`src/rtl/rs_ooo_pkg.sv`:
```
// Shared constants for the out-of-order ALU reservation station.
// Holds default widths and the "no dependency" tag encoding.
// No logic; imported by rs_ooo and rs_age_select.
package rs_ooo_pkg;

    localparam int DEF_DEPTH  = 8;
    localparam int DEF_IDX_W  = 3;
    localparam int DEF_DATA_W = 32;
    localparam int DEF_TAG_W  = 5;
    localparam int DEF_OP_W   = 6;

    // A producer tag of zero means the operand value is already present
    localparam int TAG_NONE   = 0;

endpackage

```
`src/rtl/rs_age_select.sv`:
```
// Oldest-ready picker: grants the ready entry that no other ready entry is older than.
// Latency: purely combinational.
// Backpressure: none; the caller decides whether the grant is consumed.
module rs_age_select
    import rs_ooo_pkg::*;
#(
    parameter int DEPTH = DEF_DEPTH,
    parameter int IDX_W = DEF_IDX_W
) (
    input  logic [DEPTH-1:0]            ready,
    // age[i][j] = 1 means entry j is older than entry i
    input  logic [DEPTH-1:0][DEPTH-1:0] age,
    output logic [DEPTH-1:0]            gnt,
    output logic [IDX_W-1:0]            gnt_idx,
    output logic                        gnt_any
);

    // An entry wins when it is ready and no older entry is also ready
    always_comb begin
        gnt = '0;
        for (int i = 0; i < DEPTH; i++) begin
            gnt[i] = ready[i] && !(|(ready & age[i]));
        end
    end

    // One-hot to binary; the grant is one-hot by construction of the age matrix
    always_comb begin
        gnt_idx = '0;
        for (int i = 0; i < DEPTH; i++) begin
            if (gnt[i]) begin
                gnt_idx = gnt_idx | IDX_W'(i);
            end
        end
        gnt_any = |ready;
    end

endmodule

```
`src/rtl/rs_ooo.sv`:
```
// Reservation station: holds DEPTH ALU ops until both operands resolve, issues oldest ready first.
// Latency: dispatch with ready operands at edge E gives iss_valid at edge E+1.
// Backpressure: disp_ready drops when full; issue register holds while iss_valid && !iss_ready.
module rs_ooo
    import rs_ooo_pkg::*;
#(
    parameter int DEPTH  = DEF_DEPTH,
    parameter int IDX_W  = DEF_IDX_W,
    parameter int DATA_W = DEF_DATA_W,
    parameter int TAG_W  = DEF_TAG_W,
    parameter int OP_W   = DEF_OP_W
) (
    input  logic              clk,
    input  logic              rst,
    input  logic              flush,
    input  logic              disp_valid,
    output logic              disp_ready,
    input  logic [OP_W-1:0]   disp_op,
    input  logic [DATA_W-1:0] disp_pc,
    input  logic [DATA_W-1:0] disp_imm,
    input  logic [TAG_W-1:0]  disp_tag,
    input  logic [TAG_W-1:0]  disp_q1,
    input  logic [TAG_W-1:0]  disp_q2,
    input  logic [DATA_W-1:0] disp_v1,
    input  logic [DATA_W-1:0] disp_v2,
    input  logic              cdb_valid,
    input  logic [TAG_W-1:0]  cdb_tag,
    input  logic [DATA_W-1:0] cdb_data,
    output logic              iss_valid,
    input  logic              iss_ready,
    output logic [OP_W-1:0]   iss_op,
    output logic [DATA_W-1:0] iss_v1,
    output logic [DATA_W-1:0] iss_v2,
    output logic [DATA_W-1:0] iss_imm,
    output logic [DATA_W-1:0] iss_pc,
    output logic [TAG_W-1:0]  iss_tag,
    output logic [IDX_W:0]    free_cnt
);

    localparam logic [TAG_W-1:0] TAG0     = TAG_W'(TAG_NONE);
    localparam logic [IDX_W:0]   CNT_FULL = (IDX_W+1)'(DEPTH);

    typedef struct packed {
        logic [OP_W-1:0]   op;
        logic [DATA_W-1:0] pc;
        logic [DATA_W-1:0] imm;
        logic [TAG_W-1:0]  tag;
        logic [TAG_W-1:0]  q1;
        logic [TAG_W-1:0]  q2;
        logic [DATA_W-1:0] v1;
        logic [DATA_W-1:0] v2;
    } entry_t;

    typedef struct packed {
        logic [OP_W-1:0]   op;
        logic [DATA_W-1:0] pc;
        logic [DATA_W-1:0] imm;
        logic [TAG_W-1:0]  tag;
        logic [DATA_W-1:0] v1;
        logic [DATA_W-1:0] v2;
    } iss_t;

    entry_t                      ent_q [DEPTH];
    entry_t                      ent_d [DEPTH];
    logic [DEPTH-1:0]            busy_q, busy_d;
    logic [DEPTH-1:0][DEPTH-1:0] age_q, age_d;
    logic                        iss_valid_q, iss_valid_d;
    iss_t                        iss_q, iss_d;
    logic [IDX_W:0]              free_cnt_q, free_cnt_d;

    logic [DEPTH-1:0] ready;
    logic [DEPTH-1:0] gnt;
    logic [IDX_W-1:0] gnt_idx;
    logic             gnt_any;
    logic [IDX_W-1:0] alloc_idx;
    logic [DEPTH-1:0] free_mask;
    logic             load_en, issue_fire, disp_fire, cdb_hit;

    assign disp_ready = (free_cnt_q != '0);
    assign free_cnt   = free_cnt_q;
    assign iss_valid  = iss_valid_q;
    assign iss_op     = iss_q.op;
    assign iss_pc     = iss_q.pc;
    assign iss_imm    = iss_q.imm;
    assign iss_tag    = iss_q.tag;
    assign iss_v1     = iss_q.v1;
    assign iss_v2     = iss_q.v2;

    // Ready vector from registered state only, so a wakeup becomes eligible next cycle
    always_comb begin
        ready = '0;
        for (int i = 0; i < DEPTH; i++) begin
            ready[i] = busy_q[i] && (ent_q[i].q1 == TAG0) && (ent_q[i].q2 == TAG0);
        end
    end

    rs_age_select #(
        .DEPTH (DEPTH),
        .IDX_W (IDX_W)
    ) u_sel (
        .ready   (ready),
        .age     (age_q),
        .gnt     (gnt),
        .gnt_idx (gnt_idx),
        .gnt_any (gnt_any)
    );

    // Lowest-index free slot receives the next dispatch
    always_comb begin
        alloc_idx = '0;
        for (int i = DEPTH - 1; i >= 0; i--) begin
            if (!busy_q[i]) begin
                alloc_idx = IDX_W'(i);
            end
        end
    end

    // Next-state: issue/free, wakeup, dispatch allocation, then flush overrides all
    always_comb begin
        load_en    = !iss_valid_q || iss_ready;
        issue_fire = load_en && gnt_any;
        disp_fire  = disp_valid && disp_ready;
        free_mask  = issue_fire ? gnt : '0;
        cdb_hit    = cdb_valid && (cdb_tag != TAG0);

        ent_d  = ent_q;
        busy_d = busy_q & ~free_mask;
        // Clearing the freed column keeps stale older-than bits from blocking selection
        for (int i = 0; i < DEPTH; i++) begin
            age_d[i] = age_q[i] & ~free_mask;
        end

        for (int i = 0; i < DEPTH; i++) begin
            if (cdb_hit && (ent_q[i].q1 == cdb_tag)) begin
                ent_d[i].q1 = TAG0;
                ent_d[i].v1 = cdb_data;
            end
            if (cdb_hit && (ent_q[i].q2 == cdb_tag)) begin
                ent_d[i].q2 = TAG0;
                ent_d[i].v2 = cdb_data;
            end
        end

        if (disp_fire) begin
            ent_d[alloc_idx].op  = disp_op;
            ent_d[alloc_idx].pc  = disp_pc;
            ent_d[alloc_idx].imm = disp_imm;
            ent_d[alloc_idx].tag = disp_tag;
            ent_d[alloc_idx].q1  = disp_q1;
            ent_d[alloc_idx].v1  = disp_v1;
            ent_d[alloc_idx].q2  = disp_q2;
            ent_d[alloc_idx].v2  = disp_v2;
            // Same-cycle broadcast of a source producer is captured here
            if (cdb_valid && (disp_q1 != TAG0) && (cdb_tag == disp_q1)) begin
                ent_d[alloc_idx].q1 = TAG0;
                ent_d[alloc_idx].v1 = cdb_data;
            end
            if (cdb_valid && (disp_q2 != TAG0) && (cdb_tag == disp_q2)) begin
                ent_d[alloc_idx].q2 = TAG0;
                ent_d[alloc_idx].v2 = cdb_data;
            end
            busy_d[alloc_idx] = 1'b1;
            // Everything still resident after this edge is older than the newcomer
            age_d[alloc_idx]  = busy_q & ~free_mask;
        end

        iss_valid_d = iss_valid_q;
        iss_d       = iss_q;
        if (load_en) begin
            iss_valid_d = gnt_any;
            if (gnt_any) begin
                iss_d.op  = ent_q[gnt_idx].op;
                iss_d.pc  = ent_q[gnt_idx].pc;
                iss_d.imm = ent_q[gnt_idx].imm;
                iss_d.tag = ent_q[gnt_idx].tag;
                iss_d.v1  = ent_q[gnt_idx].v1;
                iss_d.v2  = ent_q[gnt_idx].v2;
            end
        end

        free_cnt_d = free_cnt_q + (IDX_W+1)'(issue_fire) - (IDX_W+1)'(disp_fire);

        if (flush) begin
            busy_d      = '0;
            age_d       = '0;
            iss_valid_d = 1'b0;
            iss_d       = iss_q;
            free_cnt_d  = CNT_FULL;
        end
    end

    // State registers with asynchronous reset
    always_ff @(posedge clk or posedge rst) begin
        if (rst) begin
            busy_q      <= '0;
            age_q       <= '0;
            iss_valid_q <= 1'b0;
            iss_q       <= '0;
            free_cnt_q  <= CNT_FULL;
            for (int i = 0; i < DEPTH; i++) begin
                ent_q[i] <= '0;
            end
        end else begin
            busy_q      <= busy_d;
            age_q       <= age_d;
            iss_valid_q <= iss_valid_d;
            iss_q       <= iss_d;
            free_cnt_q  <= free_cnt_d;
            for (int i = 0; i < DEPTH; i++) begin
                ent_q[i] <= ent_d[i];
            end
        end
    end

endmodule

```
`config.mk`:
```
export PLATFORM = sky130hd
export DESIGN_NAME = rs_ooo
export DESIGN_NICKNAME = d
export VERILOG_FILES = /design/src/rtl/rs_ooo_pkg.sv /design/src/rtl/rs_age_select.sv /design/src/rtl/rs_ooo.sv
export SDC_FILE = /design/constraint.sdc
export NUM_CORES = 2
export LEC_CHECK = 0
export CORE_MARGIN = 3
export CORE_UTILIZATION = 61
export CTS_CLUSTER_DIAMETER = 40
export DETAILED_ROUTE_END_ITERATION = 6
export PLACE_DENSITY = 0.83
export SYNTH_ARGS = -nofsm -noshare
export SYNTH_HDL_FRONTEND = slang
export SYNTH_SLANG_ARGS = --single-unit
```
`constraint.sdc`:
```
create_clock -name clk -period 56.5 [get_ports clk]
set_input_delay 11.3 -clock clk [delete_from_list [all_inputs] [get_ports clk]]
set_output_delay 11.3 -clock clk [all_outputs]
set_load 0.01 [all_outputs]
```
==> key figures <==
Outcome
  – Outcome: finished with violations
  – Failing checks: design-rule violations

Finish
  – Fin cells: 9156
  – Share of cells above drive strength 1: 9.77%
  – Synth-to-Final Area Change: 14.0%
  – Fin area: 0.0766 mm²
  – Nets: 7761

GRT
  – Largest net degree at the start of global routing: 209
  – Number of global-route vias before repair: 62700
  – Number of antenna violations at the first check in global routing: 45
  – First-pass GRT wire length: 362 mm
  – Gr usage total: 41.3%
  – Total grt overflow: 0

Synthesis
  – Mapped Nets: 7896
  – Post-synth top flop: dfrtp_1
  – Post-synthesis mux area share: 5.52%
  – Synth unique cells: 70
  – Mapped Avg Cell Area: 8.72 µm²
  – Simple-Gate Fraction of Synth Area: 22.6%
  – Cell count after synthesis: 7698
  – Compound-Gate Fraction of Synth Area: 12.9%
  – Sequential cell area fraction in the yosys report: 52.5%
  – FFs w/ async S/R, synth: 100%
  – Cell Area, Synth: 0.0671 mm²
  – Post-synthesis register bit count: 1408
  – Post-synthesis xor/xnor area fraction: 1.20%
  – YS warnings: 0
  – Post-Synth Adder-Cell Area: 0.123%
  – Main combinational cell family by area after synthesis: simple AND/OR/NAND/NOR gates
  – EDFF count, synth: 0

Floorplanning
  – # IOs: 337
  – Die width: 338 µm
  – Die height: 338 µm
  – Rows: 121
  – Core ar.: 0.109 mm²
  – Full die area: 0.114 mm²
  – Initial core utilization: 61.6%

Power
  – Total power: 3.37 mW
  – Power Dens Cells: 44.0 mW/mm²
  – LEAKAGE: 37.1 nW
  – Worst vdd ir: 34.7 µV

STA
  – Final worst path period share: 27.0%
  – Slew @ Worst Pin: 1320 ps
  – Skew final: 51.2 ps
  – Final setup fails: 0
  – Setup TNS: 0 ps
  – Crit path time final: 15270 ps
  – RSZ-0062 raised after global routing: no
  – Fin worst setup slack: 41230 ps
  – FMAX: 0.0655 GHz
  – Final Max Tran Viols: 0
  – Final Hold Viols: 0
  – Slew HR: 12.1%

Placed design
  – DP Area: 0.0702 mm²
  – # port buffers: 336
  – Hpwl dp: 127 mm
  – Number of instances in the placed design: 8801
  – Routability Congestion: 0.932
  – Post-Place Setup Slack: 40200 ps

Route
  – DRC: 22
  – DRT Wirelength: 237 mm
  – Router iterations before antenna repair: 7
  – Via density: 6.78
  – Vias: 62100
  – Drt wl/cell: 25.9 µm
  – Iter 0 DRT Violations: 8906
  – Final ANT Viol Nets: 0

Clocking
  – Postcts setup bufs: 0
  – Clk_lat worst skew: 800 ps
  – Root Buffer: clkbuf_16
  – Gates resized, CTS repair: 0
  – Max Root-Sink Buffers: 3
  – CTS tree: yes
  – Cts hold-fix bufs: 0
  – CTS Sinks: 1408
  – Worst-path clk slew: 50 ps
  – Cts bufs inserted: 174
  – CTS H-tree depth: 4

Worst setup path
  – Crit path cell chain: clkdlybuf4s50_1 > inv_8 > buf_4 > buf_12 > buf_4 > buf_4
  – Type of origin of the critical path: primary input
  – Req. time, crit path: 57240 ps
  – Critical Path Most Common Cell: buf_4
  – R2r setup slk: 50650 ps
  – Crit path max-delay cell type: buf_4
  – Critical-path maximum fanout: 188
  – Worst Path Arrival: 16010 ps
  – Slowest cell delay on critical path: 900 ps
  – WS Path Type: in -> async
  – Crit. End Element: asynchronous set/reset pin

Job
  – Max-Cap Viols: 0

Worst hold path
  – Type of the most critical hold path: reg -> reg
## synthesized netlist by cell type, drive strengths merged (50+ instances only)
cell type	instances	area share, %
buf	227	1.9
dfrtp	1407	52
a21oi	169	1.3
xor2	50	0.65
nand2	2550	14
nand3	560	4.2
mux2	280	4.7
clkbuf	528	3.0
o21ai	257	1.9
o22ai	386	3.6
mux2i	55	0.82
o211ai	191	2.1
nor2	439	2.5
a22oi	206	2.3
## power by group
part	internal, mW	leakage [nW]	total [mW]	switching (mW)
Sequential	1.26	18.2	1.44	0.176
Clock	0.729	3.02	1.20	0.467
Combinational	0.326	15.8	0.739	0.413
Total	2.31	37.1	3.37	1.06
## layer usage
layer | GRT usage [%] | vias to the layer above | part of all wire, %
met5 | 0.681 | - | 0.12
met4 | 27.3 | 24 | 7.2
met3 | 14.7 | 1347 | 15
met2 | 62.3 | 4986 | 44
met1 | 50.3 | 29900 | 33
li1 | - | 25800 | -
## through the flow
step | hold slack [ps] | util [%]
after floorplan | 439 | -
after global placement | 451 | 64.4
after detailed placement | 457 | 64.4
after CTS | 470 | 70.2
after global routing | 483 | 70.2
final | 468 | 70.2
## worst paths after layout
| path | from | endpoint | depth (start not counted) |
|---|---|---|---|
| max in group clk | disp_valid | ent_q[199]$_DFF_PP0_ | 8 |
| max | rst | iss_v1[25]$_DFFE_PP0P_ | 6 |
| min reg2reg | flip-flop | flip-flop | 2 |
| max reg2reg | busy_q[0]$_DFF_PP0_ | iss_v1[24]$_DFFE_PP0P_ | 11 |
| min | flip-flop | flip-flop | 2 |
| min in group asynchronous | rst | ent_q[1115]$_DFF_PP0_ | 2 |
## cell type report
cell class                 count  area, µm²
sequential                  1408      35200
fill                        7699      32400
tap                         1414       1770
inverter                      48        188
antenna                       36       90.1
timing repair buffer         444       4210
clock buffer                 214       4800
multi-input combinational   5487      28800
clock inverter               105       1430
## cells by family (layout without fill, tap and decap cells)
logic type / Yosys count / count (layout)
flip-flops: 1408 / 1408
buffers and inverters: 803 / 811
multiplexers: 335 / 335
XOR/XNOR: 92 / 92
AO/OA/AOI/OAI: 1345 / 1345
other: 0 / 36
adder cells (fa/ha/maj): 6 / 6
AND/OR/NAND/NOR: 3709 / 3709
## critical path: cells and delay by family
family | cells | cell delay (ps)
buf+inv | 6 | 4500
## placed cells by master (no fill, tap or decap), types with 12 or more instances in the layout
cell type,count
clkinv_2,23
o31ai_1,44
clkinvlp_4,18
inv_6,28
or2_2,12
nor4_1,35
dfrtp_1,1407
o21ai_1,19
a22oi_1,206
mux2i_1,45
mux2_2,269
xnor2_1,42
a32o_1,44
nand2_1,2535
clkbuf_1,13
nor2_1,429
xor2_1,50
o211ai_1,191
clkbuf_16,176
clkdlybuf4s50_1,336
buf_4,105
o22ai_1,385
inv_1,47
nand3_1,560
diode_2,36
a21oi_1,165
bufinv_16,26
o21ai_0,237
clkbuf_8,25
o21a_1,17
(Power assumes the default switching activity.)
